File: config.mk
export PLATFORM = sky130hd
export DESIGN_NAME = pq_order_monitor
export DESIGN_NICKNAME = d
export VERILOG_FILES = /design/src/rtl/pq_order_monitor.sv
export SDC_FILE = /design/constraint.sdc
export NUM_CORES = 1
export LEC_CHECK = 0
export BUFFER_PORTS_ARGS = -buffer_cell sky130_fd_sc_hd__buf_4
export CAP_MARGIN = 20
export CORE_UTILIZATION = 53
export DETAILED_ROUTE_END_ITERATION = 16
export GPL_ROUTABILITY_DRIVEN = 0
export HOLD_SLACK_MARGIN = 0.08
export MAX_ROUTING_LAYER = met4
export PLACE_DENSITY = 0.79
export SLEW_MARGIN = 40
export SYNTH_ARGS = -nofsm -noshare
export SYNTH_HDL_FRONTEND = slang
export SYNTH_SLANG_ARGS = --single-unit
File: constraint.sdc
create_clock -name clk -period 3.25 [get_ports clk]
set_input_delay 0.4875 -clock clk [delete_from_list [all_inputs] [get_ports clk]]
set_output_delay 0.4875 -clock clk [all_outputs]
set_load 0.01 [all_outputs]
File: src/rtl/pq_order_monitor.sv
// rtl/pq_order_monitor.sv - checks that keys popped from a priority queue come out in order
module pq_order_monitor #(
  parameter int KEY_W    = 16,
  parameter int CNT_W    = 8,
  parameter int DESCEND  = 0,
  parameter int ALLOW_EQ = 1
) (
  input  logic             clk,
  input  logic             rst,
  input  logic             clr,
  input  logic             enb,
  input  logic             pop_valid,
  input  logic [KEY_W-1:0] pop_key,
  input  logic             empty,
  output logic             verdict,
  output logic             done,
  output logic [CNT_W-1:0] pop_count,
  output logic [CNT_W-1:0] viol_count,
  output logic [KEY_W-1:0] first_bad_key,
  output logic [CNT_W-1:0] first_bad_idx,
  output logic [1:0]       state
);

  typedef enum logic [1:0] {
    IDLE  = 2'd0,
    ARMED = 2'd1,
    TRACK = 2'd2,
    DONE  = 2'd3
  } state_t;

  localparam logic [CNT_W-1:0] CNT_MAX = '1;

  state_t           st;
  logic [KEY_W-1:0] prev_key;
  logic             is_bad;
  logic             pop_en;

  assign pop_en = enb && pop_valid;
  assign state  = st;

  always_comb begin
    is_bad = 1'b0;
    if (DESCEND != 0) is_bad = pop_key > prev_key;
    else              is_bad = pop_key < prev_key;
    if (ALLOW_EQ == 0 && pop_key == prev_key) is_bad = 1'b1;
  end

  function automatic logic [CNT_W-1:0] sat_inc(input logic [CNT_W-1:0] v);
    return (v == CNT_MAX) ? v : v + 1'b1;
  endfunction

  always_ff @(posedge clk) begin
    if (rst || clr) begin
      st            <= IDLE;
      prev_key      <= '0;
      verdict       <= 1'b0;
      done          <= 1'b0;
      pop_count     <= '0;
      viol_count    <= '0;
      first_bad_key <= '0;
      first_bad_idx <= '0;
    end else begin
      case (st)
        IDLE: begin
          if (enb) st <= ARMED;
        end
        ARMED: begin
          if (pop_en) begin
            prev_key  <= pop_key;
            pop_count <= sat_inc(pop_count);
            st        <= TRACK;
          end
        end
        TRACK: begin
          if (pop_en) begin
            if (is_bad) begin
              // verdict is still clear only until the first violation is captured
              if (!verdict) begin
                first_bad_key <= pop_key;
                first_bad_idx <= pop_count;
              end
              verdict    <= 1'b1;
              viol_count <= sat_inc(viol_count);
            end
            prev_key  <= pop_key;
            pop_count <= sat_inc(pop_count);
          end else if (enb && empty) begin
            done <= 1'b1;
            st   <= DONE;
          end
        end
        DONE: begin
          // a pop after the queue drained is itself an ordering fault
          if (pop_en) begin
            verdict    <= 1'b1;
            viol_count <= sat_inc(viol_count);
          end
        end
        default: st <= IDLE;
      endcase
    end
  end

endmodule

==> flow_summary.json <==
{
  "worst_slew_pin_tran_ps": 637,
  "drt-initial-drc-count": 107,
  "ir_worst_vdd_mv": 0.303,
  "final_antenna_net_count": 0,
  "route.detailed.drc": 0,
  "syn-cell-area_mm2": 0.00285,
  "port_buffers": 65,
  "tritoncts_clock_tree": "built",
  "final_net_count": 436,
  "wl_um": 6050,
  "clk_path_buf_depth": 2,
  "fillerInstances": 423,
  "maxClockFrequency_mhz": 371,
  "crit_fanout": 12,
  "r2r-start": "prev_key[13]$_SDFFE_PP0P_",
  "global_route.overflow_total": 0,
  "clkSlewWorstSetupHoldPaths_ps": 60,
  "ctsRootBufferMaster": "clkbuf_8",
  "fin_worst_skew_ps": 6.05,
  "holdBufCountCts": 0,
  "initial_utilization_pct": 55.5,
  "cp_slowest_stage_delay_ps": 650,
  "synth.top_cell.area_share_pct": 42.1,
  "post_route_cells_drive_above_1_share_pct": 22.7,
  "post_layout_power_mw": 1.62,
  "setup_total_negative_slack_ps": 0,
  "avgSynthCellArea_um2": 8.70,
  "synth-seq-cells": 60,
  "ioPinCount": 66,
  "clock_sinks": 60,
  "synth.net_count": 373,
  "synth.yosys.seq_area_share_pct": 42.1,
  "mostFrequentLayoutCell": "buf_4",
  "drt_first_pass_iters": 4,
  "unrepaired_setup_endpoints_after_global_routing": "no",
  "num_vias": 2456,
  "grt_start_max_net_pins": 59,
  "cp_slowest_cell": "or4_1",
  "setup.worst_path.end_class": "flip-flop",
  "post_cts.resized_instances": 0,
  "status": "complete, no violations",
  "fp.dieW_um": 75.4,
  "holdWs_ps": 393,
  "synthCells": 328,
  "grt_pass1_wl_um": 9830,
  "critical_path.cell_chain": "inv_1, ha_1, a21oi_2, o21ai_1, or4_4, or4_1, buf_4, mux2i_1, nor2_1",
  "yosys-top-cells-area": "dfxtp_1 42%, ha_1 10%, mux2i_1 9.8%",
  "hold_path.class": "in -> reg",
  "whs_path_depth": 3,
  "core_area_mm2": 0.00514,
  "dpl.hpwl_um": 4280,
  "rows": 26,
  "timing.reg2reg.setup_slack_ps": 550,
  "r2r.worst_path.cells": 9,
  "h_tree_depth_reported_by_cts": 3,
  "worst-endpoint-required_ps": 3450,
  "first_global_vias": 2277,
  "rr_endpoint": "first_bad_key[12]$_SDFFE_PP0P_",
  "worst-endpoint-arrival_ps": 2900,
  "global_route.usage.total_pct": 24.0,
  "finalCritPeriodShare_pct": 83.0,
  "timing.final.max_slew_violations": 0,
  "tritoncts.num_buffers": 9,
  "timing_worst_setup_path_type": "reg -> reg",
  "beginning_of_the_worst_hold_path": "pop_key[0]",
  "finalHoldViolations": 0,
  "maxSlewHeadroom_pct": 57.3,
  "area.growth.synth_to_final_pct": 26.7,
  "timing.final.crit_period_ps": 2700,
  "n_antenna_cell": 0,
  "post-cts-setup-buffers": 0,
  "avgRoutedWirePerCell_um": 13.0,
  "drv.max_cap_violation_count": 0,
  "dieArea_mm2": 0.00568,
  "worst_hold_path.endpoint": "first_bad_key[0]$_SDFFE_PP0P_",
  "number_of_antenna_violations_at_the_first_check_in_global_routing": 0,
  "post_synth_num_cell_types": 41,
  "most-common-layout-cells": "69 x buf_4, 60 x dfxtp_1, 45 x nand2_1, 39 x nor2_1, 28 x mux2i_1",
  "post-synth-top-area-cell": "dfxtp_1",
  "static-leakage-power_nw": 1.60,
  "vias_per_cell": 5.27,
  "cell_area_power_density_mw_per_mm2": 449,
  "crit_start_category": "flip-flop",
  "vertical_die_dimension_um": 75.4,
  "synth_warnings": 0,
  "worstSkewPairLatency_ps": 340,
  "report.final.setup_viol": 0
}
==> synthesized netlist by cell type <==
library cell	instances
nor4_1	1
o41ai_1	1
dfxtp_1	60
nand3_1	8
buf_6	3
mux2_2	1
buf_2	1
ha_1	23
nand4_1	7
or4_1	6
and4_1	1
nand2_1	45
o31ai_1	5
or2_2	1
nand2b_1	1
a2111oi_0	1
or4_4	1
and3_1	5
a21oi_2	1
a41oi_1	1
o2111a_1	1
or3_1	2
mux2i_1	28
xnor2_1	1
a31oi_1	2
inv_1	23
a211oi_1	1
nor4b_1	1
nor3b_1	1
o21ai_0	3
o21ai_1	1
a21oi_1	27
o2111ai_1	1
o31a_1	1
xor2_1	5
and2_1	1
nor2_1	39
buf_1	1
clkbuf_1	12
o22ai_1	1
nor3_1	3
==> worst max-delay path: cells and delay by family, from the launching register on <==
kind / cells / cell delay (ps)
AO/OA/AOI/OAI: 2 / 220
buffers and inverters: 2 / 300
AND/OR/NAND/NOR: 3 / 1240
flip-flops: 1 / 320
adder cells (fa/ha/maj): 1 / 300
multiplexers: 1 / 180
==> flip-flops by register name, summed over array words and instances (netlist names) <==
name,flops
pop_count,8
viol_count,8
first_bad_idx,8
verdict,1
prev_key,16
first_bad_key,16
state,2
done,1
==> per-layer routing <==
layer | global-route usage [%] | wire length (µm)
met4 | 14.0 | 148
met5 | - | 0
met3 | 5.16 | 315
met1 | 26.9 | 2800
met2 | 39.3 | 2790
==> how the worst max path moves through the flow <==
stage	start	to	slack [ps]	cells after the start
global route	prev_key[13]$_SDFFE_PP0P_	first_bad_idx[6]$_SDFFE_PP0P_	380	9
floorplan	pop_key[13]	first_bad_key[1]$_SDFFE_PP0P_	600	9
global placement	pop_key[13]	first_bad_idx[0]$_SDFFE_PP0P_	340	9
finish	prev_key[13]$_SDFFE_PP0P_	first_bad_key[12]$_SDFFE_PP0P_	550	9
CTS	prev_key[13]$_SDFFE_PP0P_	first_bad_key[12]$_SDFFE_PP0P_	540	9
detailed placement	pop_key[13]	first_bad_key[12]$_SDFFE_PP0P_	270	9
==> report_power, final <==
group / internal [mW] / switching [mW]
clock network: 0.492 / 0.290
logic: 0.0446 / 0.0564
registers: 0.738 / 0.00301
total: 1.27 / 0.349
==> cell type report <==
cell class	instances	area (µm²)	share of cell area (%)
Inverter	23	86.3	2.39
Timing Repair Buffer	69	518	14.3
Clock buffer	12	165	4.57
Multi-Input combinational cell	228	1490	41.1
Sequential cell	60	1200	33.2
Tap cell	70	87.6	2.42
Clock inverter	4	70.1	1.94
==> through the flow <==
step / instance area [µm²] / worst slack (ps) / instances / utilization, %
6_report: 3620 / 553 / 466 / 70.4
5_1_grt: 3620 / 384 / 466 / 70.4
4_1_cts: 3610 / 543 / 466 / 70.2
3_5_place_dp: 3370 / 272 / 450 / 65.7
2_1_floorplan: 2850 / 601 / 328 / -
3_3_place_gp: 3370 / 342 / 450 / 65.6
==> logic make-up (layout without fill, tap and decap cells) <==
family                   Yosys count  after routing  synth area share [%]
adder cells (fa/ha/maj)           23             23                  10.1
buffers and inverters             40            108                  6.09
multiplexers                      29             29                  10.2
AND/OR/NAND/NOR                  123            123                  19.8
AO/OA/AOI/OAI                     47             47                  9.91
XOR/XNOR                           6              6                  1.84
flip-flops                        60             60                  42.1
(Power assumes the default switching activity.)
